`src/rtl/unidade_controle_exp7_pkg.sv`:
```
// rtl/unidade_controle_exp7_pkg.sv - shared game constants and controller state encodings
// Purpose: datapath sizing constants shared by the memory-game slice, plus the
//          controller state type so db_estado decodes identically everywhere.
// Ports:   none (package).
package unidade_controle_exp7_pkg;

    // Datapath sizing: 4-bit plays, 16-entry sequence memory.
    localparam int DATA_W    = 4;
    localparam int ADDR_W    = 4;
    localparam int MEM_DEPTH = 16;

    typedef enum logic [3:0] {
        INICIAL       = 4'h0,
        PREPARA       = 4'h1,
        INICIO_RODADA = 4'h2,
        MOSTRA        = 4'h3,
        PROX_MOSTRA   = 4'h4,
        FIM_MOSTRA    = 4'h5,
        ESPERA        = 4'h6,
        REGISTRA      = 4'h7,
        COMPARA       = 4'h8,
        PROX_JOGADA   = 4'h9,
        PROX_RODADA   = 4'hA,
        FIM_ACERTOU   = 4'hB,
        FIM_ERROU     = 4'hC,
        FIM_TIMEOUT   = 4'hD
    } estado_t;

endpackage

```
`src/rtl/unidade_controle_exp7_if.sv`:
```
// rtl/unidade_controle_exp7_if.sv - controller <-> datapath signal bundle
// Purpose: groups the status inputs and control/status outputs of the game
//          controller so the controller and datapath connect as one port.
// Ports:   master = controller side (drives controls/status, reads datapath flags);
//          slave  = datapath/environment side (mirror image).
interface unidade_controle_exp7_if;

    // datapath / user flags into the controller
    logic       iniciar;
    logic       jogada;
    logic       igual;
    logic       enderecoIgualSequencia;
    logic       fimS;
    logic       fimL;
    logic       fimTMR;

    // datapath controls out of the controller
    logic       zeraE;
    logic       contaE;
    logic       zeraS;
    logic       contaS;
    logic       zeraR;
    logic       registraR;
    logic       zeraL;
    logic       contaL;
    logic       zeraTMR;
    logic       contaTMR;
    logic       ativa_leds;

    // game-end status and debug
    logic       pronto;
    logic       acertou;
    logic       errou;
    logic       timeout;
    logic [3:0] db_estado;

    modport master (
        input  iniciar, jogada, igual, enderecoIgualSequencia, fimS, fimL, fimTMR,
        output zeraE, contaE, zeraS, contaS, zeraR, registraR, zeraL, contaL,
               zeraTMR, contaTMR, ativa_leds, pronto, acertou, errou, timeout,
               db_estado
    );

    modport slave (
        output iniciar, jogada, igual, enderecoIgualSequencia, fimS, fimL, fimTMR,
        input  zeraE, contaE, zeraS, contaS, zeraR, registraR, zeraL, contaL,
               zeraTMR, contaTMR, ativa_leds, pronto, acertou, errou, timeout,
               db_estado
    );

endinterface

```
`src/rtl/unidade_controle_exp7.sv`:
```
// rtl/unidade_controle_exp7.sv - Moore control unit for the sequence memory game
// Purpose: sequences a round (show stored plays on LEDs, then collect and compare
//          the player's presses) and reports win / wrong play / timeout.
// Ports:   clock - system clock, rising edge
//          reset - synchronous active-high reset to INICIAL
//          bus   - master modport: datapath flags in, counter/register controls,
//                  ativa_leds, game-end status and db_estado out
module unidade_controle_exp7
    import unidade_controle_exp7_pkg::*;
(
    input  logic                    clock,
    input  logic                    reset,
    unidade_controle_exp7_if.master bus
);

    estado_t state_q;
    estado_t state_d;

    always_ff @(posedge clock) begin
        if (reset) begin
            state_q <= INICIAL;
        end else begin
            state_q <= state_d;
        end
    end

    // Next state and Moore output decode; every output depends on state_q only.
    always_comb begin
        state_d        = state_q;
        bus.zeraE      = 1'b0;
        bus.contaE     = 1'b0;
        bus.zeraS      = 1'b0;
        bus.contaS     = 1'b0;
        bus.zeraR      = 1'b0;
        bus.registraR  = 1'b0;
        bus.zeraL      = 1'b0;
        bus.contaL     = 1'b0;
        bus.zeraTMR    = 1'b0;
        bus.contaTMR   = 1'b0;
        bus.ativa_leds = 1'b0;
        bus.pronto     = 1'b0;
        bus.acertou    = 1'b0;
        bus.errou      = 1'b0;
        bus.timeout    = 1'b0;

        case (state_q)
            INICIAL: begin
                if (bus.iniciar) state_d = PREPARA;
            end
            PREPARA: begin
                bus.zeraE   = 1'b1;
                bus.zeraS   = 1'b1;
                bus.zeraR   = 1'b1;
                bus.zeraL   = 1'b1;
                bus.zeraTMR = 1'b1;
                state_d     = INICIO_RODADA;
            end
            INICIO_RODADA: begin
                bus.zeraE = 1'b1;
                bus.zeraL = 1'b1;
                state_d   = MOSTRA;
            end
            MOSTRA: begin
                bus.ativa_leds = 1'b1;
                bus.contaL     = 1'b1;
                if (bus.fimL) begin
                    state_d = bus.enderecoIgualSequencia ? FIM_MOSTRA : PROX_MOSTRA;
                end
            end
            PROX_MOSTRA: begin
                bus.contaE = 1'b1;
                bus.zeraL  = 1'b1;
                state_d    = MOSTRA;
            end
            FIM_MOSTRA: begin
                bus.zeraE   = 1'b1;
                bus.zeraTMR = 1'b1;
                state_d     = ESPERA;
            end
            ESPERA: begin
                bus.contaTMR = 1'b1;
                // A press in the same cycle the timer expires still counts.
                if (bus.jogada)      state_d = REGISTRA;
                else if (bus.fimTMR) state_d = FIM_TIMEOUT;
            end
            REGISTRA: begin
                bus.registraR = 1'b1;
                state_d       = COMPARA;
            end
            COMPARA: begin
                if (!bus.igual)                       state_d = FIM_ERROU;
                else if (!bus.enderecoIgualSequencia) state_d = PROX_JOGADA;
                else if (bus.fimS)                    state_d = FIM_ACERTOU;
                else                                  state_d = PROX_RODADA;
            end
            PROX_JOGADA: begin
                bus.contaE  = 1'b1;
                bus.zeraTMR = 1'b1;
                state_d     = ESPERA;
            end
            PROX_RODADA: begin
                bus.contaS = 1'b1;
                state_d    = INICIO_RODADA;
            end
            FIM_ACERTOU: begin
                bus.pronto  = 1'b1;
                bus.acertou = 1'b1;
                if (bus.iniciar) state_d = PREPARA;
            end
            FIM_ERROU: begin
                bus.pronto = 1'b1;
                bus.errou  = 1'b1;
                if (bus.iniciar) state_d = PREPARA;
            end
            FIM_TIMEOUT: begin
                bus.pronto  = 1'b1;
                bus.timeout = 1'b1;
                if (bus.iniciar) state_d = PREPARA;
            end
            // Unused encodings E/F recover to INICIAL with outputs idle.
            default: state_d = INICIAL;
        endcase
    end

    assign bus.db_estado = state_q;

endmodule

```
`src/flat_wrapper.sv`:
```
// flat-port wrapper written by rule: the top's interface ports become plain ports
module unidade_controle_exp7_flat import unidade_controle_exp7_pkg::*;
  (clock, reset, bus_iniciar, bus_jogada, bus_igual, bus_enderecoIgualSequencia, bus_fimS, bus_fimL, bus_fimTMR, bus_zeraE, bus_contaE, bus_zeraS, bus_contaS, bus_zeraR, bus_registraR, bus_zeraL, bus_contaL, bus_zeraTMR, bus_contaTMR, bus_ativa_leds, bus_pronto, bus_acertou, bus_errou, bus_timeout, bus_db_estado);
  unidade_controle_exp7_if bus_i ();
  input  logic clock;
  input  logic reset;
  input wire logic [$bits(bus_i.iniciar)-1:0] bus_iniciar;
  input wire logic [$bits(bus_i.jogada)-1:0] bus_jogada;
  input wire logic [$bits(bus_i.igual)-1:0] bus_igual;
  input wire logic [$bits(bus_i.enderecoIgualSequencia)-1:0] bus_enderecoIgualSequencia;
  input wire logic [$bits(bus_i.fimS)-1:0] bus_fimS;
  input wire logic [$bits(bus_i.fimL)-1:0] bus_fimL;
  input wire logic [$bits(bus_i.fimTMR)-1:0] bus_fimTMR;
  output wire logic [$bits(bus_i.zeraE)-1:0] bus_zeraE;
  output wire logic [$bits(bus_i.contaE)-1:0] bus_contaE;
  output wire logic [$bits(bus_i.zeraS)-1:0] bus_zeraS;
  output wire logic [$bits(bus_i.contaS)-1:0] bus_contaS;
  output wire logic [$bits(bus_i.zeraR)-1:0] bus_zeraR;
  output wire logic [$bits(bus_i.registraR)-1:0] bus_registraR;
  output wire logic [$bits(bus_i.zeraL)-1:0] bus_zeraL;
  output wire logic [$bits(bus_i.contaL)-1:0] bus_contaL;
  output wire logic [$bits(bus_i.zeraTMR)-1:0] bus_zeraTMR;
  output wire logic [$bits(bus_i.contaTMR)-1:0] bus_contaTMR;
  output wire logic [$bits(bus_i.ativa_leds)-1:0] bus_ativa_leds;
  output wire logic [$bits(bus_i.pronto)-1:0] bus_pronto;
  output wire logic [$bits(bus_i.acertou)-1:0] bus_acertou;
  output wire logic [$bits(bus_i.errou)-1:0] bus_errou;
  output wire logic [$bits(bus_i.timeout)-1:0] bus_timeout;
  output wire logic [$bits(bus_i.db_estado)-1:0] bus_db_estado;
  assign bus_i.iniciar = bus_iniciar;
  assign bus_i.jogada = bus_jogada;
  assign bus_i.igual = bus_igual;
  assign bus_i.enderecoIgualSequencia = bus_enderecoIgualSequencia;
  assign bus_i.fimS = bus_fimS;
  assign bus_i.fimL = bus_fimL;
  assign bus_i.fimTMR = bus_fimTMR;
  assign bus_zeraE = bus_i.zeraE;
  assign bus_contaE = bus_i.contaE;
  assign bus_zeraS = bus_i.zeraS;
  assign bus_contaS = bus_i.contaS;
  assign bus_zeraR = bus_i.zeraR;
  assign bus_registraR = bus_i.registraR;
  assign bus_zeraL = bus_i.zeraL;
  assign bus_contaL = bus_i.contaL;
  assign bus_zeraTMR = bus_i.zeraTMR;
  assign bus_contaTMR = bus_i.contaTMR;
  assign bus_ativa_leds = bus_i.ativa_leds;
  assign bus_pronto = bus_i.pronto;
  assign bus_acertou = bus_i.acertou;
  assign bus_errou = bus_i.errou;
  assign bus_timeout = bus_i.timeout;
  assign bus_db_estado = bus_i.db_estado;
  unidade_controle_exp7 u_core (.clock(clock), .reset(reset), .bus(bus_i));
endmodule
```
`config.mk`:
```
export PLATFORM = sky130hd
export DESIGN_NAME = unidade_controle_exp7_flat
export DESIGN_NICKNAME = d
export VERILOG_FILES = /design/src/rtl/unidade_controle_exp7_pkg.sv /design/src/rtl/unidade_controle_exp7_if.sv /design/src/rtl/unidade_controle_exp7.sv /design/src/flat_wrapper.sv
export SDC_FILE = /design/constraint.sdc
export NUM_CORES = 1
export LEC_CHECK = 0
export CAP_MARGIN = 20
export CORE_MARGIN = 2
export CORE_UTILIZATION = 30
export CTS_BUF_LIST = sky130_fd_sc_hd__clkbuf_4 sky130_fd_sc_hd__clkbuf_8 sky130_fd_sc_hd__clkbuf_16
export DETAILED_ROUTE_END_ITERATION = 12
export GPL_TIMING_DRIVEN = 1
export PLACE_DENSITY = 0.72
export RECOVER_POWER = 25
export SYNTH_ARGS = -nofsm -noshare
export SYNTH_HDL_FRONTEND = slang
export SYNTH_SLANG_ARGS = --single-unit
```
`constraint.sdc`:
```
create_clock -name clock -period 1.8 [get_ports clock]
set_clock_uncertainty 0.1 [all_clocks]
set_input_delay 0.36 -clock clock [delete_from_list [all_inputs] [get_ports clock]]
set_output_delay 0.36 -clock clock [all_outputs]
set_load 0.03 [all_outputs]
```
Word-level counts from Yosys, hierarchy flattened --
Index checks and enable logic that the tools add are counted.
Cells by class: equal/unequal tests 16, mux-type cells 22, reductions and logical operators 11
Operator list (count):
- 4-bit case mux with 8 select lines | 1
- 4-bit equality test, second input constant | 6
- 4-bit two-way mux | 6
- 4-bit by 3-bit equality test with 1-bit output, second input constant | 4
- 1-bit two-way mux | 15
- 3-bit OR reduction | 4
- 4-bit by 2-bit equality test with 1-bit output, second input constant | 2
- 2-bit OR reduction | 4
- 4-bit by 1-bit equality test with 1-bit output, second input constant | 1
- 4-bit logical NOT | 1
- 4-bit OR reduction | 1
- 3-bit != test, second input constant | 1
- 3-bit AND reduction | 1
- 2-bit by 1-bit != test with 1-bit output, second input constant | 1
- 2-bit != test, second input constant | 1
Storage, ports and cells: register bits 4, output and inout port bits 19

Logic depth before layout (Yosys ltp) --
word-level depth 4, mapped depth 5, depth with buffers taken out 4

Worst setup path after synthesis --
OpenSTA, ideal clock, no wires.
kind register -> output, start point register u_core.state_q[0] (netlist: u_core.bus.db_estado[0]), end point output bus_zeraS, path buffers 2, arrival time 1.961 ns, setup slack -0.621 ns, stages on the path, launching flop included 5, required time 1.340 ns, cells stage by stage dfxtp_1 buf_2 nand2b_1 nor3_1 buf_4
On the way: longest elaborated chain between the ends 2
RTL lines:
- start, declared | RTL line unidade_controle_exp7.sv:16 | estado_t state_q;
- start signal, assigned | RTL line unidade_controle_exp7.sv:23 | state_q <= state_d;
- 4-bit by 1-bit equality test with 1-bit output
- 1-bit two-way mux
- end, declared | RTL line flat_wrapper.sv:16 | output wire logic [$bits(bus_i.zeraS)-1:0] bus_zeraS;
Every way passes these cells.

Final worst setup path --
start point register u_core.state_q[0] (netlist: u_core.bus.db_estado[0]), end point output bus_pronto
On the way: longest elaborated chain between the ends 3, elaborated cells on any way between the ends 5, those cells by class eq/ne: 3; mux: 1; reduce/logical: 1
RTL lines:
- 4-bit equality test | RTL line unidade_controle_exp7.sv:46 | case (state_q)
- 3-bit OR reduction (no source line) (*)
- 1-bit two-way mux (*) | RTL line unidade_controle_exp7.sv:46
- end, declared | RTL line flat_wrapper.sv:25 | output wire logic [$bits(bus_i.pronto)-1:0] bus_pronto;
Mark *: on every way between the ends. The rest lies on a longest branch, timed or not.

==> impl_metrics.tcl <==
set metrics [dict create \
    syn-num-nets 82 \
    hp-class "reg2reg" \
    fmax_ghz 0.5604 \
    p_total_mw 1.731 \
    holdWs_ps 651.9 \
    final_area_um2 955.9 \
    path_max_fanout 6 \
    r2r_slack_ps 20 \
    insertedDiodeCount 0 \
    ys_seq_area_share_pct 16.16 \
    synth-async-reset-ratio_pct 0 \
    path_clk_slew_ps 40 \
    ys_warn_count 0 \
    yosys-top-cells-count "nor2_1, a21oi_1, nand2b_1" \
    leakagePower_nw 0.4258 \
    ant_nets 0 \
    synth_edf_count 0 \
    die_h_um 44.64 \
    portBuffers 27 \
    grt_overflow 0 \
    cap_viol_max_count 0 \
    yosysTopAreaCell "dfxtp_1" \
    cts_buffers 3 \
    synth.top_cells.by_area "dfxtp_1, a21oi_1, nor2_1" \
    start_util_pct 32.51 \
    hold_violations 0 \
    grt_max_degree 16 \
    place_inst 116 \
    setup_viol_count_final 0 \
    crit_start "u_core.bus.db_estado[0]" \
    synth-seq-cells 4 \
    holdPathStages 3 \
    hold_end "u_core.bus.db_estado[1]" \
    netlist_area_um2 495.5 \
    grt_pass1_wl_mm 2.939 \
    row_count 14 \
    cts_tree "built" \
    fin_crit_sh_pct 99.13 \
    place_area_um2 803.3 \
    syn_avg_cell_area_um2 6.787 \
    synth_top_area_share_pct 16.16 \
    synth_most_common_cell "nor2_1" \
    first_iter_violations 25 \
    grt_setup_unrepaired "yes" \
    die_x_um 44.64 \
    arrival_ps 1320 \
    dieArea_mm2 0.001993 \
    pin_count 28 \
    core_area_mm2 0.001524 \
    critPathRequiredTime_ps 1340 \
    antenna_found_initial 0 \
    clk_latency_ps 240 \
    area_delta_synth_final_pct 92.93 \
    drtPass1Iterations 4 \
    finish.net_count 122 \
    wl_per_cell_um 15.10 \
    grt_pass1_vias 673 \
    crit_type "reg2out" \
    largest_reg_flops 4 \
    clockBufferDepth 2 \
    crit_path_end_kind "output port" \
    cts.htree.levels 1 \
    layoutNonFillerInstCount 127 \
    cts_hold_buf 0 \
    r2r_start "u_core.bus.db_estado[1]" \
    finalMaxSlewViolations 0 \
    layout_setup_ws_ps 15.63 \
    worst_pin_slew_ps 400.7 \
    min_period_ps 1784 \
    gp_congestion 0.8045 \
    preCtsSetupSlack_ps -193.7 \
    via_count 711 \
    final_util_pct 62.73 \
    clock_sinks 4 \
    drc 0 \
    ys.flop_type "dfxtp_1" \
    grtUsageTotal_pct 19.82 \
    synth.distinct_cells 31 \
    viasPerCell 5.598 \
    status "completed" \
    ir_drop_mv 0.7977 \
    totalWireLength_mm 1.918 \
    root_buffer "clkbuf_4" \
    min-delay-start "u_core.bus.db_estado[1]" \
    fillers 139 \
    timing.setup.tns_ps 0 \
    start_kind "flip-flop" \
    p_per_area_mw_per_mm2 1810 \
    drive_gt1_share_pct 49.55 \
    hpwlAfterDp_mm 1.228 \
    worstRegToRegCells 5 \
    r2r_end "u_core.bus.db_estado[3]" \
    slew_headroom_pct 73.06 \
    synthCells 73 \
]
-- critical path: stages (launching register included) --
cell and delay (ps):
dfxtp_4 390, buf_6 140, nand2_4 50, mux2_4 280, nor2_4 90, buf_6 130
-- how the worst max path moves through the flow --
stage                              endpoint  slack (ps)
floorplan                         bus_zeraS         -50
global placement    u_core.bus.db_estado[3]         -80
global route        u_core.bus.db_estado[3]         -60
CTS                              bus_contaE          -6
detailed placement  u_core.bus.db_estado[3]        -190
finish                           bus_pronto          20
-- routing by layer --
metal	GRT usage (%)	wire, um	vias up
met5	0	0	-
met4	9.091	47	0
met3	1.633	112	6
met2	35.07	968	34
met1	23.84	789	332
li1	-	-	339
-- cells by family after synthesis --
| kind of cell | after synthesis | share of synthesized area (%) |
|---|---|---|
| simple gates | 36 | 40.91 |
| compound gates | 21 | 28.54 |
| buf+inv | 11 | 12.12 |
| mux | 1 | 2.273 |
| flops | 4 | 16.16 |
-- where the power goes --
group / leakage, nW / internal, mW / switching (mW) / total (mW)
registers: 0.0356 / 0.149 / 0.129 / 0.278
clock network: 0.0138 / 0.0748 / 0.0392 / 0.114
logic: 0.376 / 0.597 / 0.741 / 1.34
-- layout by cell type (no fill, tap or decap), types with 2 or more instances in the layout --
master | Yosys | final
buf_4 | 2 | 25
a21oi_1 | 10 | 10
clkdlybuf4s50_1 | 0 | 9
nor2_1 | 11 | 5
nor2_2 | 0 | 5
inv_1 | 4 | 4
buf_6 | 1 | 4
dfxtp_4 | 0 | 4
nand2b_4 | 0 | 3
nand2_1 | 4 | 3
nor2b_1 | 3 | 3
nand2b_1 | 5 | 3
clkbuf_4 | 0 | 3
dlygate4sd2_1 | 0 | 3
nor3_4 | 0 | 2
a211oi_1 | 2 | 2
a311oi_1 | 2 | 2
-- cell type report --
type	instances	area, um^2	share of cell area [%]
clock buffers	3	22.52	2.356
inverters	4	15.01	1.571
multi-input cells	58	449.2	46.99
well taps	16	20.02	2.094
flip-flops and latches	4	95.09	9.948
repair buffers	42	354.1	37.04
-- what timing repair did --
action / in CTS / in global routing
buffers inserted: 5 / 3
pin swaps: 0 / 0
gates resized for setup: 12 / 11
endpoints found under the setup margin: 8 / 8
Power figures use the tool's default switching activity.
